--- src/rtl/muldiv_pkg.sv ---
// rtl/muldiv_pkg.sv - shared funct3 codes, FSM states and latency constants for muldiv_seq
package muldiv_pkg;

    localparam logic [2:0] F3_MUL    = 3'b000;
    localparam logic [2:0] F3_MULH   = 3'b001;
    localparam logic [2:0] F3_MULHSU = 3'b010;
    localparam logic [2:0] F3_MULHU  = 3'b011;
    localparam logic [2:0] F3_DIV    = 3'b100;
    localparam logic [2:0] F3_DIVU   = 3'b101;
    localparam logic [2:0] F3_REM    = 3'b110;
    localparam logic [2:0] F3_REMU   = 3'b111;

    localparam int DIV_STEPS = 32;
    localparam int MUL_LAT   = 2;
    localparam int DIV_LAT   = 34;

    typedef enum logic [2:0] {
        ST_IDLE,
        ST_MUL,
        ST_DIV,
        ST_FIX,
        ST_DONE
    } muldiv_state_t;

endpackage

--- src/rtl/muldiv_seq_mul33.sv ---
// rtl/muldiv_seq_mul33.sv - combinational signed 33x33 -> 66 multiplier (module mul33)
module mul33 (
    input  logic signed [32:0] a,
    input  logic signed [32:0] b,
    output logic signed [65:0] p
);

    assign p = a * b;

endmodule

--- src/rtl/muldiv_seq.sv ---
// rtl/muldiv_seq.sv - RV32M multi-cycle multiply/divide sequencer
// Optional MULDIV_EARLY_OUT_EN: divide-by-zero and signed overflow finish straight from IDLE.
module muldiv_seq
    import muldiv_pkg::*;
#(
    parameter int XLEN = 32
) (
    input  logic            clk,
    input  logic            rst_n,
    input  logic            start,
    input  logic            kill,
    input  logic [2:0]      funct3,
    input  logic [XLEN-1:0] rs1,
    input  logic [XLEN-1:0] rs2,
    output logic            busy,
    output logic            done,
    output logic [XLEN-1:0] result
);

    localparam logic [XLEN-1:0] INT_MIN = {1'b1, {(XLEN-1){1'b0}}};

    muldiv_state_t   state_q, state_d;
    logic [2:0]      op_q, op_d;
    logic [XLEN-1:0] a_q, a_d, b_q, b_d;
    logic [XLEN-1:0] quo_q, quo_d, rem_q, rem_d, dvs_q, dvs_d;
    logic [4:0]      cnt_q, cnt_d;
    logic            qneg_q, qneg_d, rneg_q, rneg_d, dvz_q, dvz_d;
    logic [XLEN-1:0] result_q, result_d;

    logic signed [XLEN:0]     a_ext, b_ext;
    logic signed [2*XLEN+1:0] prod;
    logic [XLEN:0]            rem_sh;
    logic [XLEN+1:0]          diff;
    logic [XLEN-1:0]          quo_fix, rem_fix, a_abs, b_abs;
    logic                     sgn;
    logic                     early_hit;
    logic [XLEN-1:0]          early_val;
    logic                     unused_bits;

    // MULHU treats rs1 as unsigned; only MUL/MULH treat rs2 as signed
    assign a_ext = {(op_q != F3_MULHU) & a_q[XLEN-1], a_q};
    assign b_ext = {((op_q == F3_MUL) || (op_q == F3_MULH)) & b_q[XLEN-1], b_q};

    mul33 u_mul (
        .a (a_ext),
        .b (b_ext),
        .p (prod)
    );

    assign rem_sh  = {rem_q, quo_q[XLEN-1]};
    assign diff    = {1'b0, rem_sh} - {2'b00, dvs_q};
    assign quo_fix = dvz_q ? '1 : (qneg_q ? -quo_q : quo_q);
    assign rem_fix = rneg_q ? -rem_q : rem_q;

    assign sgn   = ~funct3[0];
    assign a_abs = (sgn & rs1[XLEN-1]) ? -rs1 : rs1;
    assign b_abs = (sgn & rs2[XLEN-1]) ? -rs2 : rs2;

    // diff[XLEN] is always 0 when the difference is kept; product sign bits are redundant
    assign unused_bits = ^{prod[2*XLEN+1:2*XLEN], diff[XLEN]};

`ifdef MULDIV_EARLY_OUT_EN
    always_comb begin
        early_hit = 1'b0;
        early_val = '0;
        if (rs2 == '0) begin
            early_hit = 1'b1;
            early_val = funct3[1] ? rs1 : '1;
        end else if (sgn && (rs1 == INT_MIN) && (rs2 == '1)) begin
            early_hit = 1'b1;
            early_val = funct3[1] ? '0 : INT_MIN;
        end
    end
`else
    assign early_hit = 1'b0;
    assign early_val = INT_MIN;
`endif

    always_comb begin
        state_d  = state_q;
        op_d     = op_q;
        a_d      = a_q;
        b_d      = b_q;
        quo_d    = quo_q;
        rem_d    = rem_q;
        dvs_d    = dvs_q;
        cnt_d    = cnt_q;
        qneg_d   = qneg_q;
        rneg_d   = rneg_q;
        dvz_d    = dvz_q;
        result_d = result_q;
        case (state_q)
            ST_IDLE: begin
                if (start && !kill) begin
                    op_d = funct3;
                    a_d  = rs1;
                    b_d  = rs2;
                    if (!funct3[2]) begin
                        state_d = ST_MUL;
                    end else if (early_hit) begin
                        result_d = early_val;
                        state_d  = ST_DONE;
                    end else begin
                        state_d = ST_DIV;
                        quo_d   = a_abs;
                        dvs_d   = b_abs;
                        rem_d   = '0;
                        cnt_d   = 5'(DIV_STEPS - 1);
                        qneg_d  = sgn & (rs1[XLEN-1] ^ rs2[XLEN-1]);
                        rneg_d  = sgn & rs1[XLEN-1];
                        dvz_d   = (rs2 == '0);
                    end
                end
            end
            ST_MUL: begin
                result_d = (op_q == F3_MUL) ? prod[XLEN-1:0] : prod[2*XLEN-1:XLEN];
                state_d  = ST_DONE;
            end
            ST_DIV: begin
                // quo_q doubles as the dividend shift register; quotient bits enter at the LSB
                rem_d = diff[XLEN+1] ? rem_sh[XLEN-1:0] : diff[XLEN-1:0];
                quo_d = {quo_q[XLEN-2:0], ~diff[XLEN+1]};
                cnt_d = cnt_q - 5'd1;
                if (cnt_q == 5'd0) state_d = ST_FIX;
            end
            ST_FIX: begin
                result_d = op_q[1] ? rem_fix : quo_fix;
                state_d  = ST_DONE;
            end
            ST_DONE: state_d = ST_IDLE;
            default: state_d = ST_IDLE;
        endcase
        if (kill) begin
            state_d  = ST_IDLE;
            result_d = result_q;
        end
    end

    always_ff @(posedge clk or negedge rst_n) begin
        if (!rst_n) begin
            state_q  <= ST_IDLE;
            op_q     <= '0;
            a_q      <= '0;
            b_q      <= '0;
            quo_q    <= '0;
            rem_q    <= '0;
            dvs_q    <= '0;
            cnt_q    <= '0;
            qneg_q   <= 1'b0;
            rneg_q   <= 1'b0;
            dvz_q    <= 1'b0;
            result_q <= '0;
        end else begin
            state_q  <= state_d;
            op_q     <= op_d;
            a_q      <= a_d;
            b_q      <= b_d;
            quo_q    <= quo_d;
            rem_q    <= rem_d;
            dvs_q    <= dvs_d;
            cnt_q    <= cnt_d;
            qneg_q   <= qneg_d;
            rneg_q   <= rneg_d;
            dvz_q    <= dvz_d;
            result_q <= result_d;
        end
    end

    assign busy   = (state_q != ST_IDLE);
    assign done   = (state_q == ST_DONE);
    assign result = result_q;

endmodule

--- config.mk ---
export PLATFORM = sky130hd
export DESIGN_NAME = muldiv_seq
export DESIGN_NICKNAME = d
export VERILOG_FILES = /design/src/rtl/muldiv_pkg.sv /design/src/rtl/muldiv_seq_mul33.sv /design/src/rtl/muldiv_seq.sv
export SDC_FILE = /design/constraint.sdc
export NUM_CORES = 2
export LEC_CHECK = 0
export ABC_AREA = 0
export CELL_PAD_IN_SITES_DETAIL_PLACEMENT = 0
export CELL_PAD_IN_SITES_GLOBAL_PLACEMENT = 1
export CORE_UTILIZATION = 51
export DETAILED_ROUTE_END_ITERATION = 16
export PLACE_DENSITY = 0.92
export SYNTH_ARGS = -nofsm -noshare
export SYNTH_HDL_FRONTEND = slang
export SYNTH_SLANG_ARGS = --single-unit
--- constraint.sdc ---
create_clock -name clk -period 10.6 [get_ports clk]
set_clock_uncertainty 0.1 [all_clocks]
set_input_delay 2.65 -clock clk [delete_from_list [all_inputs] [get_ports clk]]
set_output_delay 2.65 -clock clk [all_outputs]
set_load 0.03 [all_outputs]
==> reports/metrics.cfg <==
[status]
status=finished, final reports clean

[synth]
synth_common_cells=inv_1 (1,256), nand2_1 (1,178), fa_1 (1,126), clkbuf_1 (318), and2_1 (289)
synth_ff_type=dfrtp_1
synth.most_common_cell=inv_1
ys_ff_latch=206
synthMuxAreaShare=0.00359
syn_area_per_cell_sq_um=8.69
yosysSeqAreaShare=0.101
syn_nets=7304
synth_edf_count=0
syn_area_sq_um=50900
yosys.area_share.simple=0.154
yosys_warnings=0
synth_top_family_by_area=adder cells
synth_top_area_cell=fa_1
synth_top_area_frac=0.443
synth_compound_area_frac=0.0819
yosysUniqueCellTypes=62
syn_inst=5857
synth_xor_area_frac=0.0380
yosys-top-cells-area=fa_1 (44%), dfrtp_1 (10%), inv_1 (9.3%)
async_reset_ff_frac=1.00
synth_adder_area_share=0.505

[hold_path]
min-delay-start=dvs_q[9]$_DFFE_PN0P_
whs_endpoint=dvs_q[9]$_DFFE_PN0P_
hold_class=flop to flop
min_path_cells=2

[final_layout]
stdcell_count=7067
final_util=0.548
fillers=8977
drive_above_1_share=0.0296
final_area_sq_um=54000
diodes=0
layout.nets=7208
area_growth_syn_to_layout_pct=6.19

[floorplan]
die_h_um=318
die_area_sq_um=101000
initial_utilization=0.516
rows=115
die_w_um=318
core_area_sq_um=98600
ios=105

[route]
wl_met2_um=70200
first_pass_iters=6
vias_per_cell=5.58
top_layer=met4
drtAntennaViolNets=0
drtIter0Drc=3307
met1_length_um=57200
wire_per_inst_um=20.3
route.met3.wl_um=9030
wl_um=143000
drc_errors=0
vias=39400

[timing]
slew_headroom=0.118
worstMarginPinSlew_ns=1.32
fmax_mhz=108
setup-tns-final_ns=0
rsz0062_at_grt=no
fin_crit_sh=0.877
slew_viol_final=0
fin_crit_ns=9.29
hold_viol=0
setup_violations=0

[clock_tree]
cts_resized=0
cts_hold_buf=0
postCtsSetupBuffers=0
cts_buffer_depth=3
cts_root_buf=clkbuf_16
clkSinkCount=206
insertion_delay_ns=0.58
clk_pin_slew_ns=0.06
numCtsBuffers=27
htreeDepth=1
cts_tree=built

[place]
placed_cell_area_sq_um=53100
port_buffers=104
placed_cells=7019
gp_congestion=0.970
hpwl_um=118000

[setup_path]
worstSetupStartpointType=flop
cp-end-kind=flop
reg2regPathDepth=30
r2r-end=result[28]$_DFFE_PN0P_
reg2reg_slack_ns=1.31
crit_arrival_ns=9.64
crit_path_max_incr_delay_ns=0.65
r2r_start=op_q[0]$_DFFE_PN0P_
cp_common_cell=fa_1
crit_required_ns=10.95
path_max_fanout=13
cp_slowest_cell=fa_1
setup.worst_path.class=flop to flop

[global_route]
grt_max_degree=77
gr-total-overflow=0
grt_pass1_vias=42600
grt_pass1_wl_um=235000
antenna_found_initial=1
grt_usage=0.296

[run]
max_cap_violations=0

## critical path: cells and delay by family (launching register included)
family / cells / cell delay, ns
mux: 1 / 0.24
buf+inv: 8 / 1.28
compound gates: 10 / 2.22
simple gates: 2 / 0.27
flops: 1 / 0.40
fa+ha+maj: 9 / 4.65
## flip-flops by register name, indices dropped and copies added, names as in the netlist
name / count
b_q: 32
result: 32
a_q: 32
state_q: 3
rneg_q: 1
dvs_q: 32
quo_q: 32
qneg_q: 1
rem_q: 32
op_q: 3
dvz_q: 1
cnt_q: 5
## final cells by class
type / instances / area [sq um] / area share
clock buffers: 34 / 752 / 0.0139
inverters: 1256 / 4710 / 0.0873
multi-input cells: 4070 / 39800 / 0.737
well taps: 1287 / 1610 / 0.0298
repair buffers: 200 / 1790 / 0.0332
flip-flops and latches: 206 / 5150 / 0.0954
clock inverters: 14 / 179 / 0.00331
## layout by cell type (no fill, tap or decap), types with 18 or more instances in the layout
master and instances:
a21o_1 47, a21oi_1 160, a22oi_1 52, and2_1 289, buf_4 94, clkbuf_16 27
clkdlybuf4s50_1 103, dfrtp_1 206, fa_1 1126, ha_1 250, inv_1 1256, nand2_1 1178
nand2b_1 18, nand3_1 19, nor2_1 138, nor2b_1 21, nor3_1 28, o21ai_0 224
o31ai_1 35, xnor2_1 103, xor2_1 118
## kinds of logic after synthesis
logic type | count (synthesis)
DFF | 206
adders and majority gates | 1376
muxes | 18
buffers and inverters | 1581
xor gates and xnor gates | 221
AOI/OAI and AO/OA | 674
and+or+nand+nor | 1781
## worst max-delay path by stage
stage	from	end	slack (ns)
floorplan	a_q[31]$_DFFE_PN0P_	result[28]$_DFFE_PN0P_	2.05
global placement	op_q[0]$_DFFE_PN0P_	result[28]$_DFFE_PN0P_	1.57
detailed placement	op_q[0]$_DFFE_PN0P_	result[28]$_DFFE_PN0P_	1.44
CTS	op_q[0]$_DFFE_PN0P_	result[28]$_DFFE_PN0P_	1.37
global route	op_q[0]$_DFFE_PN0P_	result[28]$_DFFE_PN0P_	0.67
finish	op_q[0]$_DFFE_PN0P_	result[28]$_DFFE_PN0P_	1.31
## per-stage QoR
stage / hold slack, ns / worst slack (ns)
after CTS: 0.382 / 1.37
final: 0.379 / 1.31
after global placement: 0.361 / 1.57
after global routing: 0.399 / 0.668
after detailed placement: 0.367 / 1.44
after floorplan: 0.350 / 2.05
## layer usage
metal | global-route usage | vias up
li1 | - | 17300
met1 | 0.393 | 20300
met2 | 0.498 | 1504
met3 | 0.0285 | 350
met4 | 0.124 | 0
met5 | 0 | -
Power is left out: the tool's default activity adds up to more than one toggle a clock period on the data nets, which glitch-free logic cannot reach.
